## config.mk

```make
export PLATFORM = sky130hd
export DESIGN_NAME = snp_req_handler
export DESIGN_NICKNAME = d
export VERILOG_FILES = /design/src/rtl/snp_req_handler_pkg.sv /design/src/rtl/snp_req_handler_fsm_snp_req_ctrl.sv /design/src/rtl/snp_req_handler.sv
export SDC_FILE = /design/constraint.sdc
export NUM_CORES = 1
export LEC_CHECK = 0
export BUFFER_PORTS_ARGS = -buffer_cell sky130_fd_sc_hd__buf_2
export CAP_MARGIN = 25
export CORE_AREA = 2 2 434 436
export CTS_CLUSTER_SIZE = 16
export DETAILED_ROUTE_END_ITERATION = 16
export DIE_AREA = 0 0 436 438
export PLACE_DENSITY = 0.3
export SYNTH_ARGS = -nofsm -noshare
export SYNTH_HDL_FRONTEND = slang
export SYNTH_SLANG_ARGS = --single-unit
```

## constraint.sdc

```tcl
create_clock -name clk -period 2.3 [get_ports clk]
set_input_delay 0.575 -clock clk [delete_from_list [all_inputs] [get_ports clk]]
set_output_delay 0.575 -clock clk [all_outputs]
set_load 0.1 [all_outputs]
```

## src/rtl/snp_req_handler_pkg.sv

```systemverilog
// snp_req_handler_pkg: MESI state codes and snoop request/response codes
// shared by the snoop handler and its coherence decoder.
package snp_req_handler_pkg;

  // MESI line states as stored in the tag/state array
  localparam logic [2:0] INVALID   = 3'd0;
  localparam logic [2:0] SHARED    = 3'd1;
  localparam logic [2:0] EXCLUSIVE = 3'd2;
  localparam logic [2:0] MODIFIED  = 3'd3;

  // Snoop request opcodes (2'd3 is not a legal opcode)
  localparam logic [1:0] SUR_RD  = 2'd0;
  localparam logic [1:0] SUR_INV = 2'd1;
  localparam logic [1:0] SUR_RFO = 2'd2;

  // Snoop response codes
  localparam logic [1:0] SUT_OKAY = 2'd0;
  localparam logic [1:0] SUT_INV  = 2'd1;

  // Opcodes that need the dirty block when the line is MODIFIED
  function automatic logic is_fwd_op(input logic [1:0] op);
    return (op == SUR_RD) || (op == SUR_RFO);
  endfunction

endpackage

```

## src/rtl/snp_req_handler_fsm_snp_req_ctrl.sv

```systemverilog
// fsm_snp_req_ctrl: pure MESI snoop decoder. Given the current line state
// and the snoop opcode it returns the next line state and the bus response.
module fsm_snp_req_ctrl
  import snp_req_handler_pkg::*;
(
  input  logic [2:0] cur_st,
  input  logic [1:0] snp_op,
  output logic [2:0] nxt_st,
  output logic [1:0] snp_rsp
);

  // Decode next state and response; an unknown opcode leaves the line untouched
  always_comb begin
    nxt_st  = cur_st;
    snp_rsp = SUT_OKAY;
    case (snp_op)
      SUR_RD: begin
        nxt_st  = SHARED;
        snp_rsp = (cur_st == INVALID) ? SUT_INV : SUT_OKAY;
      end
      SUR_INV: begin
        nxt_st  = INVALID;
        snp_rsp = SUT_INV;
      end
      SUR_RFO: begin
        nxt_st  = INVALID;
        snp_rsp = (cur_st == INVALID) ? SUT_INV : SUT_OKAY;
      end
      default: begin
        nxt_st  = cur_st;
        snp_rsp = SUT_OKAY;
      end
    endcase
  end

endmodule

```

## src/rtl/snp_req_handler.sv

```systemverilog
// snp_req_handler: snoop-side request handler of a direct-mapped cache.
// Takes one snoop at a time, reads tag/state, updates the MESI state through
// fsm_snp_req_ctrl and returns a response. Define SNP_DATA_FWD_EN to also
// forward the dirty block on RD/RFO hits to a MODIFIED line.
module snp_req_handler
  import snp_req_handler_pkg::*;
#(
  parameter  int ADDR_W = 32,
  parameter  int IDX_W  = 6,
  parameter  int OFS_W  = 6,
  parameter  int BLK_W  = 512,
  localparam int TAG_W  = ADDR_W - IDX_W - OFS_W
) (
  input  logic              clk,
  input  logic              rst_n,
  input  logic              snp_req_vld,
  output logic              snp_req_rdy,
  input  logic [1:0]        snp_req_op,
  input  logic [ADDR_W-1:0] snp_req_addr,
  output logic              snp_rsp_vld,
  input  logic              snp_rsp_rdy,
  output logic [1:0]        snp_rsp,
  output logic [BLK_W-1:0]  snp_rsp_dat,
  output logic              snp_rsp_dvld,
  output logic              tag_rd_en,
  output logic [IDX_W-1:0]  tag_rd_idx,
  input  logic [TAG_W-1:0]  tag_rd_tag,
  input  logic [2:0]        tag_rd_st,
  output logic              st_wr_en,
  output logic [IDX_W-1:0]  st_wr_idx,
  output logic [2:0]        st_wr_st,
  output logic              dat_rd_en,
  output logic [IDX_W-1:0]  dat_rd_idx,
  input  logic [BLK_W-1:0]  dat_rd_dat,
  input  logic              cpu_lock_vld,
  input  logic [IDX_W-1:0]  cpu_lock_idx,
  output logic              snp_lock_vld,
  output logic [IDX_W-1:0]  snp_lock_idx
);

  typedef enum logic [2:0] {IDLE, RD_TAG, UPD, RD_DAT, RSP} state_t;

  state_t            state, state_nxt;
  logic [1:0]        op_q;
  logic [ADDR_W-1:0] addr_q;
  logic [1:0]        rsp_q;
  logic [IDX_W-1:0]  idx;
  logic [TAG_W-1:0]  tag;
  logic              hit, fwd, lock_conflict;
  logic [2:0]        cur_st, nxt_st;
  logic [1:0]        dec_rsp;
  logic              unused_ofs;

  assign idx           = addr_q[OFS_W +: IDX_W];
  assign tag           = addr_q[ADDR_W-1 -: TAG_W];
  assign unused_ofs    = ^addr_q[OFS_W-1:0];
  assign hit           = (tag_rd_tag == tag) && (tag_rd_st != INVALID);
  assign cur_st        = hit ? tag_rd_st : INVALID;
  assign lock_conflict = cpu_lock_vld && (cpu_lock_idx == idx);

  fsm_snp_req_ctrl u_ctrl (
    .cur_st  (cur_st),
    .snp_op  (op_q),
    .nxt_st  (nxt_st),
    .snp_rsp (dec_rsp)
  );

`ifdef SNP_DATA_FWD_EN
  assign fwd = hit && (cur_st == MODIFIED) && is_fwd_op(op_q);
`else
  assign fwd = 1'b0;
`endif

  assign tag_rd_idx   = idx;
  assign st_wr_idx    = idx;
  assign st_wr_st     = nxt_st;
  assign dat_rd_idx   = idx;
  assign snp_lock_idx = idx;
  assign snp_rsp      = rsp_q;

  // Handler state register
  always_ff @(posedge clk or negedge rst_n) begin
    if (!rst_n) state <= IDLE;
    else        state <= state_nxt;
  end

  // Next state and strobes; the CPU lock is checked before the snoop claims the index
  always_comb begin
    state_nxt    = state;
    snp_req_rdy  = 1'b0;
    tag_rd_en    = 1'b0;
    st_wr_en     = 1'b0;
    dat_rd_en    = 1'b0;
    snp_rsp_vld  = 1'b0;
    snp_lock_vld = 1'b0;
    case (state)
      IDLE: begin
        snp_req_rdy = 1'b1;
        if (snp_req_vld) state_nxt = RD_TAG;
      end
      RD_TAG: begin
        if (!lock_conflict) begin
          tag_rd_en = 1'b1;
          state_nxt = UPD;
        end
      end
      UPD: begin
        snp_lock_vld = 1'b1;
        st_wr_en     = hit && (nxt_st != cur_st);
        if (fwd) begin
          dat_rd_en = 1'b1;
          state_nxt = RD_DAT;
        end else begin
          state_nxt = RSP;
        end
      end
      RD_DAT: begin
        snp_lock_vld = 1'b1;
        state_nxt    = RSP;
      end
      RSP: begin
        snp_lock_vld = 1'b1;
        snp_rsp_vld  = 1'b1;
        if (snp_rsp_rdy) state_nxt = IDLE;
      end
      default: state_nxt = IDLE;
    endcase
  end

  // Capture the request on acceptance and the decoder response in UPD
  always_ff @(posedge clk or negedge rst_n) begin
    if (!rst_n) begin
      op_q   <= '0;
      addr_q <= '0;
      rsp_q  <= '0;
    end else begin
      if (state == IDLE && snp_req_vld) begin
        op_q   <= snp_req_op;
        addr_q <= snp_req_addr;
      end
      if (state == UPD) rsp_q <= dec_rsp;
    end
  end

`ifdef SNP_DATA_FWD_EN
  logic [BLK_W-1:0] dat_q;
  logic             dvld_q;

  // Hold the forwarded block from RD_DAT until the response handshake
  always_ff @(posedge clk or negedge rst_n) begin
    if (!rst_n) begin
      dat_q  <= '0;
      dvld_q <= 1'b0;
    end else if (state == RD_DAT) begin
      dat_q  <= dat_rd_dat;
      dvld_q <= 1'b1;
    end else if (state == RSP && snp_rsp_rdy) begin
      dvld_q <= 1'b0;
    end
  end

  assign snp_rsp_dat  = dat_q;
  assign snp_rsp_dvld = dvld_q;
`else
  logic unused_dat;
  assign unused_dat   = ^dat_rd_dat;
  assign snp_rsp_dat  = '0;
  assign snp_rsp_dvld = 1'b0;
`endif

endmodule

```

==> results.md, run 1 <==
* Antenna violations before repair at 15
* Via/cell ratio at 0.847
* Critical path's slowest cell: a2111oi_4
* Share of layout cells above drive strength 1 at 0.189
* Drt wl/cell at 3.65 µm
* H-tree Lvls at 2
* Post-synthesis simple-gate area fraction at 0.0356
* CP Buf/Inv Count at 2
* Mux cell area share after synthesis at 0.0628
* Startpoint types: input port
* Synth top area share at 0.707
* WP data arrival at 1.98 ns
* Filler cells at around 22000
* Gpl congestion at 0.600
* Critical Path End Type: primary output
* Pwr Density at 1200 nW/µm²
* Root buffer cell: clkbuf_16
* Post-DP HPWL at approximately 11 mm
* Port Buffers at 94
* Post-synthesis compound-gate area fraction at 0.00763
* Crit-path max FO at 3
* Most used routing layer: met2
* TritonCTS clock tree: yes
* Setup TNS at -0.924 ns
* Fraction of registers with async set/reset at 1.00
* Die W at 436 µm
* P_leak at between 2 and 3 nW
* HP Class: input port to async pin
* Pre-antenna DRT Iters at 4
* M1 GR Usage at 0.0101
* Iteration-0 DRC Markers at 17
* Final Cycle Share at 1.11
* Die Ht at 438 µm
* Met3 usage at 0.00308
* CP Data Required Time at 1.73 ns
* Pre-CTS setup slack at -0.281 ns
* Via count at 2755
* Period minus WS final at 2.56 ns
* Top Ports at 1128
* Ys Warns at 0
* Failing checks: negative setup slack
* Core Area at 187000 µm²
* Largest family of logic cells by synthesized area: buffers and inverters
* Max_cap viols at 0
* Clk sink count at 32
* Worst path top cell family by delay: simple AND/OR/NAND/NOR gates
* Main flop type after synthesis: dfrtp_1
* Worst skew pair latency at 0.29 ns
* Cell taking the most area after synthesis: buf_4
* Status: complete, but fails checks
* Final Hold Fails at 0
* Total gr overflow at 0
* Clk_skew at 0.00373 ns
* Xor/xnor share of the synthesized area at 0.0397
* Synth Area per Inst at 8.59 µm²
* Post-detailed-route count of antenna-violating nets at 0
* Setup ws final at -0.255 ns
* Gr usage total at 0.0103
* Area occupied by registers at 805 µm²
* Post-synthesis sequential area ratio at 0.140
* Die footprint at 191000 µm²
* Total Wirelength at 11.9 mm
* Pin count of the biggest net entering global routing at 33
* RSZ-0062 raised after global routing: true
* Count leader, synth: buf_4
* Nets at 1336
* Worst relative slew slack at 0.454
* # setup viols final at 4
* Max VDD drop at 1930 µV
* Synth area leaders: buf_4, dfrtp_1, mux2_1, xor2_1, mux2_4
* Worst path max stage delay at 0.37 ns
* Yosys reg bits at 32
* Yosys cell types at 28
* CTS buffer count at 5
* Crit Path Class: input port to primary output
* Multi-input logic area at 2850 µm²
* Fin. max-slew vios at 0
* Met2 Use GR at 0.0205
* Initial Util at 0.0307
* Slew @ Worst Pin at 0.819 ns
* Area grow syn2layout at 32.6%
* Syn Inst Count at 668
* Fmax at 0.391 GHz
* Post-synthesis instance area at roughly 5700 µm²
* Synth cell count leaders: buf_4, dfrtp_1, xor2_1, mux2_1, mux2_4
* Crit path cell chain: buf_2 > xor2_1 > nor4_2 > nand3_2 > a2111oi_4 > buf_12
* Adder-cell share of the synthesized area at 0
* Number of global-route vias before repair at 1763
* DRC violations left at 0
* CTS clk-pin slew, worst paths at 0.06 ns
* Core Rows at 159
* WHS at 0.383 ns
* Longest Clk Path Bufs at 2
* Number of synthesized flops with an enable pin at 0
* Global-route wire length before repair at 13.6 mm
## area by class of cell
type	count	area share
multi-input combinational	605	0.374
timing repair buffer	109	0.0863
inverter	3	0.00148
sequential	32	0.106
antenna	2	0.000658
tap	2495	0.410
clock buffer	6	0.0169
clock inverter	2	0.00460
## metal layers
| layer | vias to the layer above | part of all wire |
|---|---|---|
| met4 | 4 | 0.020 |
| met5 | - | 0.0023 |
| met3 | 31 | 0.12 |
| met2 | 330 | 0.55 |
| li1 | 1187 | - |
| met1 | 1203 | 0.30 |
## timing repair
| item | 4_1_cts | 5_1_grt |
|---|---|---|
| pin swaps | 7 | 5 |
| hold buffers | 0 | 0 |
| setup endpoints to repair | 5 | 5 |
| gates resized for setup | 7 | 2 |
| setup buffers | 2 | 0 |
## registers in the layout, summed over array words and instances, names as in the netlist
name and flops:
addr_q 26, op_q 2, state 3, snp_rsp 1
## through the flow
| stage | area (µm²) | total power, mW | cells | utilization |
|---|---|---|---|---|
| finish | 7610 | 9.11 | 3254 | 0.0408 |
| global route | 7610 | 9.42 | 3254 | 0.0408 |
| CTS | 7590 | 9.22 | 3252 | 0.0407 |
| detailed placement | 7390 | 8.35 | 3242 | 0.0396 |
| global placement | 7390 | 8.37 | 3242 | 0.0396 |
| floorplan | 7730 | 8.58 | 1182 | - |
## power breakdown
group | switching, mW | leakage [nW] | internal [mW]
sequential | 0.265 | 0.375 | 0.856
combinational | 6.35 | 2.49 | 0.854
clock | 0.276 | 0.0809 | 0.510
total | 6.89 | 2.95 | 2.22
## cells in the final DEF, fill, tap and decap left out, types with 2 or more instances in the layout
| cell | count |
|---|---|
| dfrtp_2 | 3 |
| nor4_4 | 2 |
| dfrtp_1 | 29 |
| xnor2_1 | 2 |
| nor2_1 | 5 |
| and3b_1 | 2 |
| conb_1 | 515 |
| buf_12 | 4 |
| nand4_1 | 2 |
| diode_2 | 2 |
| nor4_2 | 6 |
| buf_2 | 89 |
| xor2_1 | 23 |
| mux2_4 | 9 |
| buf_6 | 3 |
| clkbuf_16 | 5 |
| inv_1 | 3 |
| nand2_1 | 6 |
| mux2_1 | 20 |
| buf_4 | 13 |
## cells by family after synthesis
logic type             after synthesis
AND/OR/NAND/NOR                     30
other                                1
multiplexers                        29
flip-flops                          32
XOR/XNOR                            26
AO/OA/AOI/OAI                        5
buffers and inverters              545
## final timing paths
| kind | startpoint | end | slack (ns) | depth (start not counted) |
|---|---|---|---|---|
| min | rst_n | addr_q[18] | 0.38 | 1 |
| max | tag_rd_tag[11] | st_wr_en | -0.26 | 6 |
| min reg2reg | addr_q[15] | addr_q[15] | 0.50 | 1 |
| max reg2reg | state[2] | addr_q[27] | 0.58 | 4 |
| max in group asynchronous | rst_n | addr_q[6] | 1.35 | 1 |
| min in group clk | snp_rsp_rdy | state[2] | 0.48 | 2 |
No activity file was read; power rests on OpenSTA's default activity.
==> inputs of run 2 (changes only) <==
- HOLD_SLACK_MARGIN: not set -> 0.08
- PLACE_DENSITY: 0.3 -> not set
- PLACE_DENSITY_LB_ADDON: not set -> 0.15
==> results.md, run 2 (synthesized netlist as in run 1, its figures left out) <==
* Status: complete, but fails checks (unchanged)
* Failing checks: negative setup slack (unchanged)
* RSZ-0062 raised after global routing: true (unchanged)
* Die W at 436 µm (unchanged)
* Area grow syn2layout at 34.9% (was 32.6%)
* Worst r2r src: state[2] (unchanged)
* Net Switching at 7.09 mW (was 6.89 mW)
* Final Hold Fails at 0 (unchanged)
* Port Buffers at 94 (unchanged)
* Max_cap viols at 0 (unchanged)
* Core Area at 187000 µm² (unchanged)
* Max VDD drop at 1450 µV (was 1930 µV)
* CTS buffer count at 5 (unchanged)
* DRC violations left at 0 (unchanged)
* Pin count of the biggest net entering global routing at 23 (was 33)
* Reg-to-reg slack, setup at 0.52 ns (was 0.58 ns)
* H-tree Lvls at 2 (unchanged)
* Startpoint types: flop (was input port)
* Number of global-route vias before repair at 2094 (was 1763)
* WHS at 0.189 ns (was 0.383 ns)
* Diode count at 0 (was 2)
* P_leak at 3.01 nW (was 2.95 nW)
* Total gr overflow at 0 (unchanged)
* Setup TNS at -1.50 ns (was -0.924 ns)
* Pwr Density at 1210 nW/µm² (was 1200 nW/µm²)
* Worst R2R End: addr_q[16] (was addr_q[27])
* Comb pwr share at 0.793 (was 0.791)
* Top reg by flops: addr_q (unchanged)
* Top Ports at 1128 (unchanged)
* Antenna violations before repair at 4 (was 15)
* Fin. max-slew vios at 0 (unchanged)
* CTS clk-pin slew, worst paths at 0.06 ns (about the same)
* Root buffer cell: clkbuf_16 (unchanged)
* Iteration-0 DRC Markers at 11 (was 17)
* Post-detailed-route count of antenna-violating nets at 0 (unchanged)
* Pre-antenna DRT Iters at 4 (unchanged)
* WP data arrival at 2.10 ns (was 1.98 ns)
* Nets at 1344 (was 1336)
* Via count at 2738 (was 2755)
* Most common cell after layout, fill and taps aside: conb_1 (unchanged)
* Clk sink count at 32 (unchanged)
* Worst skew pair latency at 0.30 ns (was 0.29 ns)
* Largest regs: addr_q (26), state (3), op_q (2) (unchanged)
* Clk_skew at 0.00501 ns (was 0.00373 ns)
* Reg power frac at 0.120 (was 0.123)
* CTS Hold Bufs at 0 (unchanged)
* Setup ws final at -0.373 ns (was -0.255 ns)
* Commonest non-fill, non-tap cells in the layout: conb_1, buf_2, dfrtp_1, xor2_1, mux2_1 (unchanged)
* Via/cell ratio at 0.840 (was 0.847)
* Share of layout cells above drive strength 1 at 0.201 (was 0.189)
* CP Data Required Time at 1.73 ns (about the same)
* Drt wl/cell at 4.07 µm (was 3.65 µm)
* Sw frac at 0.754 (was 0.756)
* R2R cell count at 5 (was 4)
* Final Cycle Share at 1.16 (was 1.11)
* Crit Path Class: flop to primary output (was input port to primary output)
* Initial Util at 0.0307 (unchanged)
* Fmax at 0.374 GHz (was 0.391 GHz)
* Cell-internal power at 2.31 mW (was 2.22 mW)
* TritonCTS clock tree: yes (unchanged)
* HP Class: input port to async pin (unchanged)
* Clock power frac at 0.086 (about the same)
* Longest Clk Path Bufs at 2 (unchanged)
* Critical Path End Type: primary output (unchanged)
* Global-route wire length before repair at 16.1 mm (was 13.6 mm)
* # setup viols final at 5 (was 4)
* Gr usage total at 0.0118 (was 0.0103)
* Largest register FFs at 26 (unchanged)
* Die Ht at 438 µm (unchanged)
* Period minus WS final at 2.67 ns (was 2.56 ns)
* Crit-path max FO at 4 (was 3)
* Die footprint at 191000 µm² (unchanged)
* Total Wirelength at 13.3 mm (was 11.9 mm)
* Gpl congestion at 0.564 (was 0.600)
* Post-DP HPWL at 12.4 mm (was 11.0 mm)
* Core Rows at 159 (unchanged)
[run 2: changes by cell type in the layout (fill, tap and decap cells not counted), moves of 2 or more]
cell and delta:
buf_12 +4, buf_4 +6, buf_6 -2, diode_2 -2, xor2_1 -2, xor2_2 +2
[run 2: cell type report]
cell class	instances	area, µm²
sequential	32	805
inverter	3	11.3
fill	22300	179000
clock inverter	2	35.0
tap	2495	3120
multi-input combinational	605	2880
clock buffer	6	129
timing repair buffer	117	759
[run 2: how the worst max path moves through the flow]
| stage | start | cells past startpoint | slack, ns | endpoint |
|---|---|---|---|---|
| 6_report | addr_q[24] | 6 | -0.37 | st_wr_en |
| 5_1_grt | addr_q[13] | 7 | -0.47 | st_wr_en |
| 4_1_cts | addr_q[19] | 6 | -0.47 | st_wr_en |
| 3_5_place_dp | tag_rd_tag[5] | 7 | -0.48 | st_wr_st[1] |
| 3_3_place_gp | tag_rd_tag[5] | 7 | -0.51 | st_wr_st[2] |
| 2_1_floorplan | tag_rd_tag[17] | 4 | -0.71 | st_wr_en |
[run 2: through the flow]
| stage | util | std cells | power (mW) | setup WS [ns] | instance area, µm² |
|---|---|---|---|---|---|
| final | 0.0415 | 3260 | 9.40 | -0.373 | 7740 |
| after detailed placement | 0.0403 | 3252 | 8.64 | -0.484 | 7520 |
| after global routing | 0.0415 | 3260 | 9.76 | -0.475 | 7740 |
| after floorplan | - | 1182 | 8.58 | -0.707 | 7730 |
| after global placement | 0.0403 | 3252 | 8.67 | -0.508 | 7520 |
| after CTS | 0.0413 | 3260 | 9.54 | -0.471 | 7710 |
[run 2: worst max-delay path, stage by stage, from the launching register on]
cell and delay [ns]:
dfrtp_1 0.39, xor2_1 0.17, nor4_2 0.37, nand3_4 0.12
buf_12 0.16, a2111oi_4 0.35, buf_12 0.22
[run 2: timing repair]
action | 4_1_cts | 5_1_grt
pin swaps | 5 | 8
setup endpoints to repair | 5 | 5
resized for setup | 8 | 4
setup buffers | 0 | 0
[run 2: power groups by stage]
stage | combinational (mW) | clock (mW) | sequential, mW
2_1_floorplan | 7.46 | 0 | 1.12
3_3_place_gp | 7.51 | 0 | 1.16
3_5_place_dp | 7.48 | 0 | 1.16
4_1_cts | 7.51 | 0.870 | 1.16
5_1_grt | 7.69 | 0.883 | 1.19
6_report | 7.46 | 0.813 | 1.13
[run 2: routing by layer]
layer	share of wire	GRT usage	vias to the layer above	wire (µm)
met5	0.0028	0	-	37
met4	0.014	0.00402	6	182
met3	0.094	0.00312	14	1250
met2	0.61	0.0252	298	8050
met1	0.28	0.0103	1219	3750
li1	-	-	1201	-
==> inputs of run 3 (changes only) <==
- clock period: 2.3 -> 2.6 ns (I/O delays scaled with it)
==> results.md, run 3 (synthesized netlist as in run 1, its figures left out) <==
* Iteration-0 DRC Markers at 28 (was 11)
* Root buffer cell: clkbuf_16 (unchanged)
* Finished Cell Area at 7650 µm² (was 7740 µm²)
* Setup ws final at -0.200 ns (was -0.373 ns)
* Slew @ Worst Pin at about 0.56 ns
* Pwr Density at 1070 nW/µm² (was 1210 nW/µm²)
* Worst path max stage delay at 0.34 ns (was 0.39 ns)
* CTS clk-pin slew, worst paths at 0.07 ns (was 0.06 ns)
* RSZ-0062 raised after global routing: true (unchanged)
* Crit path cell chain: buf_6 > xor2_1 > nor4_2 > buf_4 > nand3_4 > buf_12 > a2111oi_4 > buf_12 (was xor2_1 > nor4_2 > nand3_4 > buf_12 > a2111oi_4 > buf_12)
* Dpl cells at 3244 (was 3252)
* Port Buffers at 94 (unchanged)
* Max VDD drop at 1210 µV (was 1450 µV)
* Fin. max-slew vios at 0 (unchanged)
* Number of global-route vias before repair at 2093 (was 2094)
* Finished Core Util at 0.0410 (was 0.0415)
* WHS at 0.298 ns (was 0.189 ns)
* Global-route wire length before repair at 16.3 mm (was 16.1 mm)
* Final Cycle Share at 1.08
* Worst skew pair latency at 0.30 ns (about the same)
* Fin cells at 3253 (was 3260)
* Startpoint types: input port (was flop)
* Setup TNS at -0.695 ns (was -1.50 ns)
* Area grow syn2layout at 33.4% (was 34.9%)
* Final Hold Fails at 0 (unchanged)
* Pin count of the biggest net entering global routing at 30 (was 23)
* CTS Hold Bufs at 0 (unchanged)
* CP Buf/Inv Count at 4 (was 2)
* Fmax at 0.357 GHz
* Gpl congestion at 0.565 (was 0.564)
* Failing checks: negative setup slack (unchanged)
* Diode count at 0 (unchanged)
* Max_cap viols at 0 (unchanged)
* Commonest non-fill, non-tap cells in the layout: conb_1, buf_2, dfrtp_1, xor2_1, mux2_1 (unchanged)
* Nets at 1337 (was 1344)
* Longest Clk Path Bufs at 2 (unchanged)
* Most frequent CP cell: buf_12 (unchanged)
* Via count at 2739 (was 2738)
* Worst path top cell family by delay: buffers and inverters (was simple AND/OR/NAND/NOR gates)
* Critical path's slowest cell: a2111oi_4 (was dfrtp_1)
* Gr usage total at 0.0120 (was 0.0118)
* Top reg by flops: addr_q (unchanged)
* Die footprint at 191000 µm² (unchanged)
* Pre-antenna DRT Iters at 3 (was 4)
* Dpl cell area at 7430 µm² (was 7520 µm²)
* Total Power at 8.16 mW (was 9.40 mW)
* Total gr overflow at 0 (unchanged)
* Largest register FFs at 26 (unchanged)
* Crit Path Class: input port to primary output (was flop to primary output)
* Largest regs: addr_q (26), state (3), op_q (2) (unchanged)
* Total Wirelength at 13.4 mm (was 13.3 mm)
* # setup viols final at 4 (was 5)
* Core Rows at 159 (unchanged)
* Drt wl/cell at 4.13 µm (was 4.07 µm)
* CP Data Required Time at 1.95 ns (was 1.73 ns)
* Core Area at 187000 µm² (unchanged)
* Die Ht at 438 µm (unchanged)
* Clk sink count at 32 (unchanged)
* Worst relative slew slack at 0.624
* Post-detailed-route count of antenna-violating nets at 0 (unchanged)
* Period minus WS final at 2.80 ns
* Most common cell after layout, fill and taps aside: conb_1 (unchanged)
* Via/cell ratio at 0.842 (was 0.840)
* Top Ports at 1128 (unchanged)
* Initial Util at 0.0307 (unchanged)
* DRC violations left at 0 (unchanged)
* Critical Path End Type: primary output (unchanged)
* Clk_skew at 0.00575 ns (was 0.00501 ns)
* Status: complete, but fails checks (unchanged)
* P_leak at 2.95 nW (was 3.01 nW)
* CTS buffer count at 5 (unchanged)
* HP Class: input port to async pin (unchanged)
* TritonCTS clock tree: yes (unchanged)
* Crit-path max FO at 5 (was 4)
* H-tree Lvls at 2 (unchanged)
* WP data arrival at 2.15 ns (was 2.10 ns)
* Die W at 436 µm (unchanged)
* Share of layout cells above drive strength 1 at 0.194 (was 0.201)
* Post-DP HPWL at 12.3 mm (was 12.4 mm)
* Pre-CTS setup slack at -0.345 ns (was -0.484 ns)
* Antenna violations before repair at 6 (was 4)
[run 3: cell count changes in the layout (fill, tap and decap cells not counted), sizes merged]
cell,before,now
buf,117,110
bufinv,1,0
clkinvlp,0,2
clkbuf,6,5
[run 3: worst register-to-register path, delay by kind of cell (launching register included)]
family           cells  cell delay, ns
DFF                  1            0.43
muxes                1            0.41
and+or+nand+nor      2            0.83
[run 3: path summary, 6_finish.rpt]
check / startpoint / endpoint / slack (ns) / cells past startpoint
min in group clk: addr_q[12] / addr_q[12] / 0.50 / 1
min reg2reg: addr_q[12] / addr_q[12] / 0.50 / 1
max in group asynchronous: rst_n / addr_q[8] / 1.79 / 2
min: rst_n / addr_q[12] / 0.30 / 1
max: tag_rd_tag[17] / st_wr_en / -0.20 / 8
max reg2reg: state[2] / addr_q[14] / 0.81 / 3
[run 3: metal layers]
metal	wire length [µm]	vias to the layer above	GRT usage
met2	8300	296	0.0263
li1	-	1190	-
met4	155	10	0.00368
met3	1290	15	0.00319
met1	3620	1228	0.0101
met5	69	-	0
[run 3: power by group]
group | internal, mW | total (mW) | leakage (nW) | switching, mW
Clock | 0.358 | 0.656 | 0.0660 | 0.298
Combinational | 0.756 | 6.47 | 2.51 | 5.71
Sequential | 0.755 | 1.03 | 0.375 | 0.275
Total | 1.87 | 8.16 | 2.95 | 6.29
[run 3: area by class of cell]
class | instances | area (µm²)
Tap cell | 2495 | 3120
Sequential cell | 32 | 805
Multi-Input combinational cell | 605 | 2870
Fill cell | 22300 | 179000
Timing Repair Buffer | 110 | 696
Inverter | 3 | 11.3
Clock inverter | 3 | 23.8
Clock buffer | 5 | 125
[run 3: what timing repair did]
item	4_1_cts	5_1_grt
hold endpoints to repair	0	0
buffers inserted	1	0
gates resized for setup	10	4
endpoints found under the setup margin	5	5
pin swaps	2	4
